**src/rtl/dmem_lsu_ctrl_pkg.sv**
```systemverilog
`default_nettype none
// ============================================================================
// Module   : lsu_pkg
// Purpose  : Shared funct3 constants, FSM state type and decode helpers for the
//            load/store sequencer.
// Revision : 1.0 - initial release
// ============================================================================
package lsu_pkg;

    localparam logic [2:0] F3_B  = 3'b000;
    localparam logic [2:0] F3_H  = 3'b001;
    localparam logic [2:0] F3_W  = 3'b010;
    localparam logic [2:0] F3_BU = 3'b100;
    localparam logic [2:0] F3_HU = 3'b101;

    typedef enum logic [2:0] {
        IDLE    = 3'd0,
        RD      = 3'd1,
        RD_CAP  = 3'd2,
        RMW_RD  = 3'd3,
        RMW_MRG = 3'd4,
        WR      = 3'd5,
        RESP    = 3'd6
    } lsu_state_t;

    // Stores have no unsigned variants, so only the three width codes are legal.
    function automatic logic is_legal(input logic we, input logic [2:0] f3);
        if (we)
            return (f3 == F3_B) || (f3 == F3_H) || (f3 == F3_W);
        else
            return (f3 == F3_B) || (f3 == F3_H) || (f3 == F3_W) ||
                   (f3 == F3_BU) || (f3 == F3_HU);
    endfunction

    function automatic logic is_misaligned(input logic [2:0] f3, input logic [1:0] a);
        return ((f3[1:0] == 2'b01) && a[0]) ||
               ((f3[1:0] == 2'b10) && (a != 2'b00));
    endfunction

endpackage
`default_nettype wire

```
**src/rtl/dmem_lsu_ctrl_if.sv**
```systemverilog
`default_nettype none
// ============================================================================
// Module   : dmem_lsu_ctrl_if
// Purpose  : Core request/response and word-memory signals of the LSU.
// Revision : 1.0 - initial release
// ============================================================================
interface dmem_lsu_ctrl_if;

    logic        req_valid;
    logic        req_ready;
    logic        req_we;
    logic [2:0]  req_funct3;
    logic [31:0] req_addr;
    logic [31:0] req_wdata;
    logic        resp_valid;
    logic        resp_err;
    logic [31:0] resp_rdata;
    logic        mem_load;
    logic        mem_store;
    logic [31:0] mem_addr;
    logic [31:0] mem_wdata;
    logic [31:0] mem_rdata;

    modport slave (
        input  req_valid, req_we, req_funct3, req_addr, req_wdata, mem_rdata,
        output req_ready, resp_valid, resp_err, resp_rdata,
               mem_load, mem_store, mem_addr, mem_wdata
    );

    modport master (
        output req_valid, req_we, req_funct3, req_addr, req_wdata, mem_rdata,
        input  req_ready, resp_valid, resp_err, resp_rdata,
               mem_load, mem_store, mem_addr, mem_wdata
    );

endinterface
`default_nettype wire

```
**src/rtl/dmem_lsu_ctrl_lane_align.sv**
```systemverilog
`default_nettype none
// ============================================================================
// Module   : lsu_lane_align
// Purpose  : Combinational load lane extraction/extension and store merge.
// Revision : 1.0 - initial release
// ============================================================================
module lsu_lane_align
    import lsu_pkg::*;
(
    input  wire logic [31:0] rdata_i,
    input  wire logic [1:0]  lane_i,
    input  wire logic [2:0]  funct3_i,
    input  wire logic [15:0] new_i,
    output logic      [31:0] load_data_o,
    output logic      [31:0] merge_data_o
);

    logic [7:0]  w_byte;
    logic [15:0] w_half;

    always_comb begin
        w_byte = 8'h00;
        case (lane_i)
            2'd0: w_byte = rdata_i[7:0];
            2'd1: w_byte = rdata_i[15:8];
            2'd2: w_byte = rdata_i[23:16];
            default: w_byte = rdata_i[31:24];
        endcase
        w_half = lane_i[1] ? rdata_i[31:16] : rdata_i[15:0];

        case (funct3_i)
            F3_B:    load_data_o = {{24{w_byte[7]}}, w_byte};
            F3_BU:   load_data_o = {24'h000000, w_byte};
            F3_H:    load_data_o = {{16{w_half[15]}}, w_half};
            F3_HU:   load_data_o = {16'h0000, w_half};
            default: load_data_o = rdata_i;
        endcase

        // Half lane ignores addr[0] so the unchecked-alignment mode falls out naturally.
        merge_data_o = rdata_i;
        if (funct3_i[1:0] == 2'b00)
            merge_data_o[{lane_i, 3'b000} +: 8] = new_i[7:0];
        else if (funct3_i[1:0] == 2'b01)
            merge_data_o[{lane_i[1], 4'b0000} +: 16] = new_i;
    end

endmodule
`default_nettype wire

```
**src/rtl/dmem_lsu_ctrl.sv**
```systemverilog
`default_nettype none
// ============================================================================
// Module   : dmem_lsu_ctrl
// Purpose  : One-at-a-time RV32I load/store sequencer for a word-only memory.
// Revision : 1.0 - initial release
// ============================================================================
module dmem_lsu_ctrl
    import lsu_pkg::*;
#(
    parameter bit CHECK_ALIGN = 1'b1
)(
    input  wire logic        clk,
    input  wire logic        rst,
    dmem_lsu_ctrl_if.slave   bus
);

    lsu_state_t  state_q;
    logic [31:0] addr_q;
    logic [2:0]  funct3_q;
    logic        we_q;
    logic [31:0] wdata_q;
    logic [31:0] rdata_q;
    logic        err_q;

    logic        err_d;
    logic [31:0] w_load;
    logic [31:0] w_merge;

    assign err_d = !is_legal(bus.req_we, bus.req_funct3) ||
                   (CHECK_ALIGN && is_misaligned(bus.req_funct3, bus.req_addr[1:0]));

    lsu_lane_align u_align (
        .rdata_i      (bus.mem_rdata),
        .lane_i       (addr_q[1:0]),
        .funct3_i     (funct3_q),
        .new_i        (wdata_q[15:0]),
        .load_data_o  (w_load),
        .merge_data_o (w_merge)
    );

    always_ff @(posedge clk or posedge rst) begin
        if (rst) begin
            state_q  <= IDLE;
            addr_q   <= 32'h0;
            funct3_q <= 3'b000;
            we_q     <= 1'b0;
            wdata_q  <= 32'h0;
            rdata_q  <= 32'h0;
            err_q    <= 1'b0;
        end else begin
            case (state_q)
                IDLE: begin
                    if (bus.req_valid) begin
                        addr_q   <= bus.req_addr;
                        funct3_q <= bus.req_funct3;
                        we_q     <= bus.req_we;
                        wdata_q  <= bus.req_wdata;
                        rdata_q  <= 32'h0;
                        err_q    <= err_d;
                        if (err_d)
                            state_q <= RESP;
                        else if (!bus.req_we)
                            state_q <= RD;
                        else if (bus.req_funct3 == F3_W)
                            state_q <= WR;
                        else
                            state_q <= RMW_RD;
                    end
                end
                RD:      state_q <= RD_CAP;
                RD_CAP: begin
                    rdata_q <= we_q ? 32'h0 : w_load;
                    state_q <= RESP;
                end
                RMW_RD:  state_q <= RMW_MRG;
                RMW_MRG: begin
                    wdata_q <= w_merge;
                    state_q <= WR;
                end
                WR:      state_q <= RESP;
                RESP:    state_q <= IDLE;
                default: state_q <= IDLE;
            endcase
        end
    end

    // All handshake and strobe outputs are pure decodes of the state register.
    assign bus.req_ready  = (state_q == IDLE);
    assign bus.resp_valid = (state_q == RESP);
    assign bus.resp_err   = err_q;
    assign bus.resp_rdata = rdata_q;
    assign bus.mem_load   = (state_q == RD) || (state_q == RMW_RD);
    assign bus.mem_store  = (state_q == WR);
    assign bus.mem_addr   = {addr_q[31:2], 2'b00};
    assign bus.mem_wdata  = wdata_q;

endmodule
`default_nettype wire

```
**src/flat_wrapper.sv**
```systemverilog
// flat-port wrapper written by rule: the top's interface ports become plain ports
module dmem_lsu_ctrl_flat import lsu_pkg::*;
#(
    parameter bit CHECK_ALIGN = 1'b1
)
  (clk, rst, bus_req_valid, bus_req_we, bus_req_funct3, bus_req_addr, bus_req_wdata, bus_mem_rdata, bus_req_ready, bus_resp_valid, bus_resp_err, bus_resp_rdata, bus_mem_load, bus_mem_store, bus_mem_addr, bus_mem_wdata);
  dmem_lsu_ctrl_if bus_i ();
  input  wire logic clk;
  input  wire logic rst;
  input wire logic [$bits(bus_i.req_valid)-1:0] bus_req_valid;
  input wire logic [$bits(bus_i.req_we)-1:0] bus_req_we;
  input wire logic [$bits(bus_i.req_funct3)-1:0] bus_req_funct3;
  input wire logic [$bits(bus_i.req_addr)-1:0] bus_req_addr;
  input wire logic [$bits(bus_i.req_wdata)-1:0] bus_req_wdata;
  input wire logic [$bits(bus_i.mem_rdata)-1:0] bus_mem_rdata;
  output wire logic [$bits(bus_i.req_ready)-1:0] bus_req_ready;
  output wire logic [$bits(bus_i.resp_valid)-1:0] bus_resp_valid;
  output wire logic [$bits(bus_i.resp_err)-1:0] bus_resp_err;
  output wire logic [$bits(bus_i.resp_rdata)-1:0] bus_resp_rdata;
  output wire logic [$bits(bus_i.mem_load)-1:0] bus_mem_load;
  output wire logic [$bits(bus_i.mem_store)-1:0] bus_mem_store;
  output wire logic [$bits(bus_i.mem_addr)-1:0] bus_mem_addr;
  output wire logic [$bits(bus_i.mem_wdata)-1:0] bus_mem_wdata;
  assign bus_i.req_valid = bus_req_valid;
  assign bus_i.req_we = bus_req_we;
  assign bus_i.req_funct3 = bus_req_funct3;
  assign bus_i.req_addr = bus_req_addr;
  assign bus_i.req_wdata = bus_req_wdata;
  assign bus_i.mem_rdata = bus_mem_rdata;
  assign bus_req_ready = bus_i.req_ready;
  assign bus_resp_valid = bus_i.resp_valid;
  assign bus_resp_err = bus_i.resp_err;
  assign bus_resp_rdata = bus_i.resp_rdata;
  assign bus_mem_load = bus_i.mem_load;
  assign bus_mem_store = bus_i.mem_store;
  assign bus_mem_addr = bus_i.mem_addr;
  assign bus_mem_wdata = bus_i.mem_wdata;
  dmem_lsu_ctrl #(.CHECK_ALIGN(CHECK_ALIGN)) u_core (.clk(clk), .rst(rst), .bus(bus_i));
endmodule
```
**config.mk**
```make
export PLATFORM = sky130hd
export DESIGN_NAME = dmem_lsu_ctrl_flat
export DESIGN_NICKNAME = d
export VERILOG_FILES = /design/src/rtl/dmem_lsu_ctrl_pkg.sv /design/src/rtl/dmem_lsu_ctrl_if.sv /design/src/rtl/dmem_lsu_ctrl_lane_align.sv /design/src/rtl/dmem_lsu_ctrl.sv /design/src/flat_wrapper.sv
export SDC_FILE = /design/constraint.sdc
export NUM_CORES = 1
export LEC_CHECK = 0
export BUFFER_PORTS_ARGS = -buffer_cell sky130_fd_sc_hd__buf_2
export CAP_MARGIN = 20
export CORE_ASPECT_RATIO = 1.4
export CORE_MARGIN = 2
export CORE_UTILIZATION = 45
export DETAILED_ROUTE_END_ITERATION = 10
export GPL_TIMING_DRIVEN = 0
export PLACE_DENSITY = 0.73
export SLEW_MARGIN = 20
export SYNTH_ARGS = -nofsm -noshare
export SYNTH_HDL_FRONTEND = slang
export SYNTH_SLANG_ARGS = --single-unit
```
**constraint.sdc**
```tcl
create_clock -name clk -period 10.1 [get_ports clk]
set_input_delay 1.515 -clock clk [delete_from_list [all_inputs] [get_ports clk]]
set_output_delay 1.515 -clock clk [all_outputs]
set_load 0.01 [all_outputs]
```
==> impl_results.md, run 1 <==
* Rel. slew slack at 0.341
* Final min period at 3.28 ns
* Final Max Tran Viols at 0
* Worst-path clk slew at 0.07 ns
* CTS buffer count at 9
* Routed wire per std cell at 20.5 um
* Mapped Area at 0.00590 mm2
* Syn Area/Cell at 10.1 um2
* # Max-Cap Violations at 0
* Rows at 49
* Crit path DAT at 1.76 ns
* Post-route DRC at 0
* First-pass GRT wire length at 29900 um
* Die height at 140 um
* Finished Layout Cells at 955
* Design Area, Final at 0.00743 mm2
* Share of post-route cells with drive strength above 1 at 0.397
* Total Routed Length at 19600 um
* Clk network pwr share at 0.149
* Critical path launch point type: flop
* H-tree lvl count at 3
* Synthesized instance count at 584
* Final ANT Viol Nets at 0
* Ys Warns at 0
* Via density per instance at 5.85
* FF+latch count, synth at 104
* Initial antenna violation count at 0
* Root Driver: clkbuf_16
* Post-placement cell count at 939
* Clock Tree Buf Depth at 2
* Hold Violations, Final at 0
* Post-layout util at 0.580
* Die W at 101 um
* Synth async-reset ratio at 1.00
* Sequential-to-total area share from yosys stat at 0.441
* CP Class: reg2out
* Largest net degree at the start of global routing at 62
* Io pins at 204
* Hold_buf cts at 0
* GRT Residual Overflow at 0
* WP data required at 8.59 ns
* Library cells used by synthesis at 50
* PwrDens at 326 mW/mm2
* DR vias at 5589
* Max FO, Critical Path at 10
* Cell Int Power at 1.42 mW
* Worst-Skew Late Latency at 0.36 ns
* Sw Share at 0.414
* Gr usage total at 0.274
* Critical-path cell list: buf_2 -> nor3_1 -> buf_2
* Post-CTS Resized at 0
* Core Box Area at 0.0128 mm2
* Die area at 0.0141 mm2
* Psw at 1.00 mW
* Layout-stage area growth over the synthesis result at 25.9%
* Drt initial violations at 407
* HPWL after DPL at 15500 um
* EDFF count, synth at 0
* Worst setup EP type: output port
* Clk sinks at 104
* Cell Area, Placed at 0.00713 mm2
* Clock Skews at 0.00969 ns
* Slowest stage delay, CP at 0.52 ns
* # diodes at 0
* Worst hold path type: reg2reg
* Vias in the first global route at 5665
* Fin crit share at 0.325
* Final Setup Violations at 0
* Leak at 3.74 nW
* Worst VDD drop at 0.152 mV
* Max Freq at 305 MHz
* CP most frequent cell: buf_2
* Total iterations of the first detailed-routing run at 5
* PnR Total Power at 2.42 mW
* Top_reg_cell synth: dfrtp_1
* Slew @ Worst Pin at 0.988 ns
* Outcome: finished clean
* CTS tree: yes
* Number of fillers in the final layout at 1132
* Combinational share of power at 0.543
* Gpl congestion at 0.940
* Slowest stage cell, crit path: nor3_1
* Sequential share of power at 0.308
* RSZ-0062 raised after global routing: no
* Post-CTS setup buffer count at 0
* Initial core utilization at 0.461
* Final nets at 906
* Setup Total Neg Slack at 0 ns
* Number of port buffers at 200
-- metrics by stage --
step,hold slack (ns),setup WS [ns]
finish,0.480,6.82
global route,0.498,6.73
CTS,0.482,6.82
detailed placement,0.463,6.79
global placement,0.461,4.74
floorplan,0.482,5.85
-- layout by cell type, fill, tap and decap left out, drive strengths merged, types with 3 or more instances in the layout --
| master | instances |
|---|---|
| nand3 | 14 |
| nor2 | 37 |
| a21o | 9 |
| dfrtp | 104 |
| a22o | 10 |
| mux2i | 22 |
| a221oi | 11 |
| a22oi | 11 |
| o211ai | 3 |
| nor2b | 12 |
| a221o | 31 |
| inv | 20 |
| a211oi | 15 |
| and3 | 9 |
| buf | 257 |
| nand2 | 36 |
| ha | 6 |
| a31oi | 16 |
| clkbuf | 30 |
| nor3b | 4 |
| o21ai | 64 |
| mux2 | 41 |
| a21oi | 11 |
-- flip-flops by register name, summed over array words and instances (netlist names) --
register,flops
u_core.addr_q,32
u_core.bus.mem_wdata,32
u_core.bus.resp_err,1
u_core.bus.resp_rdata,32
u_core.funct3_q,3
u_core.state_q,3
u_core.we_q,1
-- logic make-up after synthesis --
logic type	after synthesis	synth area share
fa+ha+maj	6	0.0127
compound gates	191	0.230
flops	104	0.441
other cells	1	0.000635
mux	63	0.121
buf+inv	94	0.0882
simple gates	125	0.107
-- final timing paths --
kind	slack [ns]	start	cells after the start	endpoint
setup / recovery	6.82	u_core.state_q[1]	3	bus_req_ready
hold / removal	0.48	u_core.bus.resp_rdata[9]	1	u_core.bus.resp_rdata[9]
setup reg to reg	7.04	u_core.addr_q[1]	9	u_core.bus.resp_rdata[21]
hold reg to reg	0.48	u_core.bus.resp_rdata[9]	1	u_core.bus.resp_rdata[9]
max in group asynchronous	8.30	rst	3	u_core.bus.resp_err
min in group asynchronous	1.16	rst	2	u_core.bus.mem_wdata[21]
-- synth_stat cells (all sizes together), types with 2 or more instances --
library cell	count	area, um2
buf	56	378
a221oi	11	96.3
clkbuf	21	78.8
nor2	37	144
o211ai	3	22.5
a22o	10	87.6
a311oi	2	17.5
inv	17	63.8
mux2i	22	220
a21o	9	67.6
o21a	2	15.0
nor3	2	10.0
and3	9	56.3
a21oi	11	55.1
a221o	31	310
a22oi	11	82.6
mux2	41	492
a31oi	16	100
dfrtp	104	2600
nor3b	4	41.3
nand2	36	135
nor2b	12	75.1
nor4bb	2	20.0
ha	6	75.1
o21ai	64	320
a211oi	15	113
nand3	14	70.1
-- critical path: cells and delay by family (launching register included) --
kind	cells	cell delay, ns
buf+inv	2	0.45
flops	1	0.44
simple gates	1	0.52
-- power by group through the flow --
stage / clock network, mW / logic [mW] / registers (mW)
after floorplan: 0 / 0.866 / 0.761
after global placement: 0 / 1.28 / 0.739
after detailed placement: 0 / 1.32 / 0.750
after CTS: 0.365 / 1.32 / 0.744
after global routing: 0.382 / 1.43 / 0.765
final: 0.362 / 1.32 / 0.746
-- metal layers --
| metal | vias up | routed length [um] | track usage |
|---|---|---|---|
| met1 | 2675 | 7540 | 0.323 |
| met3 | 55 | 1490 | 0.0542 |
| met4 | 0 | 782 | 0.136 |
| met5 | - | 0 | 0 |
| li1 | 2557 | - | - |
| met2 | 302 | 9810 | 0.469 |
-- area by class of cell --
| class | count | area [um2] | area share |
|---|---|---|---|
| tap | 153 | 191 | 0.0257 |
| buffer | 77 | 457 | 0.0614 |
| timing repair buffer | 201 | 1030 | 0.138 |
| clock buffer | 9 | 225 | 0.0303 |
| multi-input combinational | 387 | 2780 | 0.374 |
| clock inverter | 7 | 77.6 | 0.0104 |
| sequential | 104 | 2600 | 0.350 |
| inverter | 17 | 68.8 | 0.00926 |
Power figures use the tool's default switching activity.
==> run 2, diff against run 1 <==
==> constraint.sdc (replaced) <==
create_clock -name clk -period 3.18 [get_ports clk]
set_input_delay 0.477 -clock clk [delete_from_list [all_inputs] [get_ports clk]]
set_output_delay 0.477 -clock clk [all_outputs]
set_load 0.01 [all_outputs]
==> run 2 against run 1 <==
Via count down 0.34%. Sequential power rose to 3.2 times the previous value. Largest power group unchanged. Sequential share of layout area down 0.16 points. Critical endpoint is now u_core.bus.resp_rdata[22]. Utilization up 0.27 points. Clock-buffer cell count up 1. Total power rose to 3.2 times the previous value. First-iteration DRC count down 14%. Worst setup slack worse by 6.4 ns. Cell area up 0.47%. Flip-flop and latch count unchanged.
==> impl_results.md, run 2 (synthesized netlist as in run 1, its figures left out) <==
* Outcome: finished clean
* PwrDens at 1030 mW/mm2
* First-pass GRT wire length at 29200 um
* Final ANT Viol Nets at 0
* RSZ-0062 raised after global routing: no
* H-tree lvl count at 3
* Hold_buf cts at 0
* Number of fillers in the final layout at 1136
* Post-route DRC at 0
* Fin crit share at 0.879
* Core Box Area at 0.0128 mm2
* Initial core utilization at 0.461
* # Max-Cap Violations at 0
* Post-placement cell count at 941
* Post-layout util at 0.583
* Vias in the first global route at 5516
* WP data required at 3.41 ns
* Routed wire per std cell at 20.1 um
* Total iterations of the first detailed-routing run at 5
* Clk sinks at 104
* Commonest non-fill, non-tap cell in the layout: buf_2
* Critical path launch point type: flop
* Layout-stage area growth over the synthesis result at 26.5%
* Die W at 101 um
* Max Freq at 358 MHz
* Worst-path clk slew at 0.07 ns
* Final nets at 908
* Slew @ Worst Pin at 0.838 ns
* # diodes at 0
* Finished Layout Cells at 957
* Crit path DAT at 3.03 ns
* Final Setup Violations at 0
* Max FO, Critical Path at 10
* Via density per instance at 5.82
* Rel. slew slack at 0.440
* Total Routed Length at 19300 um
* CP most frequent cell: buf_2
* CTS tree: yes
* Final Max Tran Viols at 0
* Drt initial violations at 350
* Largest net degree at the start of global routing at 35
* Io pins at 204
* Root Driver: clkbuf_16
* Worst hold path type: in2async
* Gpl congestion at 0.936
* Die height at 140 um
* Number of port buffers at 200
* Leak at 3.76 nW
* Worst-Skew Late Latency at 0.35 ns
* Share of post-route cells with drive strength above 1 at 0.398
* Slowest stage delay, CP at 0.52 ns
* GRT Residual Overflow at 0
* Critical-path cell list: buf_2 -> inv_1 -> ha_1 -> buf_2 -> a22o_1 -> o211ai_1 -> a21oi_2 -> buf_2 -> a221o_1
* CTS buffer count at 9
* HPWL after DPL at 15400 um
* Rows at 49
* Initial antenna violation count at 0
* Most frequent cells in the layout: buf_2 (217), dfrtp_1 (104), o21ai_0 (63)
* DR vias at 5570
* Gr usage total at 0.269
* Clock Skews at 0.00839 ns
* CP Class: reg2reg
* Slowest stage cell, crit path: dfrtp_1
* Die area at 0.0141 mm2
* Setup Total Neg Slack at 0 ns
* Final min period at 2.80 ns
* Worst VDD drop at 0.383 mV
* Clock Tree Buf Depth at 2
* Worst setup EP type: flop
* Hold Violations, Final at 0
[run 2: report_power, final]
group / leakage, nW / internal (mW) / switching, mW / total, mW
clock: 0.147 / 0.615 / 0.505 / 1.12
sequential: 1.30 / 1.92 / 0.446 / 2.37
combinational: 2.31 / 1.98 / 2.21 / 4.19
[run 2: layout make-up]
| cell class | count | area [um2] | share of cell area |
|---|---|---|---|
| sequential | 104 | 2600 | 0.348 |
| multi-input combinational | 387 | 2790 | 0.373 |
| clock buffer | 10 | 229 | 0.0307 |
| timing repair buffer | 203 | 1070 | 0.143 |
| clock inverter | 6 | 66.3 | 0.00888 |
| inverter | 17 | 67.6 | 0.00905 |
| tap | 153 | 191 | 0.0256 |
| buffer | 77 | 457 | 0.0611 |
[run 2: final timing paths]
check                                    startpoint                         to  slack, ns  cells after the start
setup / recovery                   u_core.addr_q[1]  u_core.bus.resp_rdata[22]       0.38                      9
hold / removal                                  rst          u_core.addr_q[11]       0.13                      2
setup reg to reg                   u_core.addr_q[1]  u_core.bus.resp_rdata[22]       0.38                      9
hold reg to reg            u_core.bus.resp_rdata[8]   u_core.bus.resp_rdata[8]       0.48                      1
max in group asynchronous                       rst   u_core.bus.mem_wdata[27]       2.35                      4
min in group clk                    bus_req_addr[9]           u_core.addr_q[9]       0.35                      2
[run 2: timing repair]
action                                  CTS  global route
endpoints found under the setup margin    0             4
resized for setup                         0             1
buffers inserted                          0             0
[run 2: stage by stage]
step                      power, mW  hold WS, ns  instance area, um2  setup WS (ns)
after floorplan                5.17        0.482                5910          0.875
final                          7.67        0.134                7470          0.384
after global placement         6.42        0.459                7100          0.301
after CTS                      7.68        0.147                7470          0.176
after detailed placement       6.56        0.464                7170          0.201
after global routing           8.16        0.156                7470          0.209
[run 2: per-layer routing]
| metal | track usage | part of all wire |
|---|---|---|
| met5 | 0 | 0 |
| met4 | 0.143 | 0.050 |
| met3 | 0.0517 | 0.080 |
| met2 | 0.448 | 0.49 |
| met1 | 0.325 | 0.38 |
[run 2: critical path, delay by kind of cell (launching register included)]
family	cells	cell delay, ns
adder cells (fa/ha/maj)	1	0.25
buffers and inverters	4	0.92
AO/OA/AOI/OAI	4	0.99
flip-flops	1	0.52
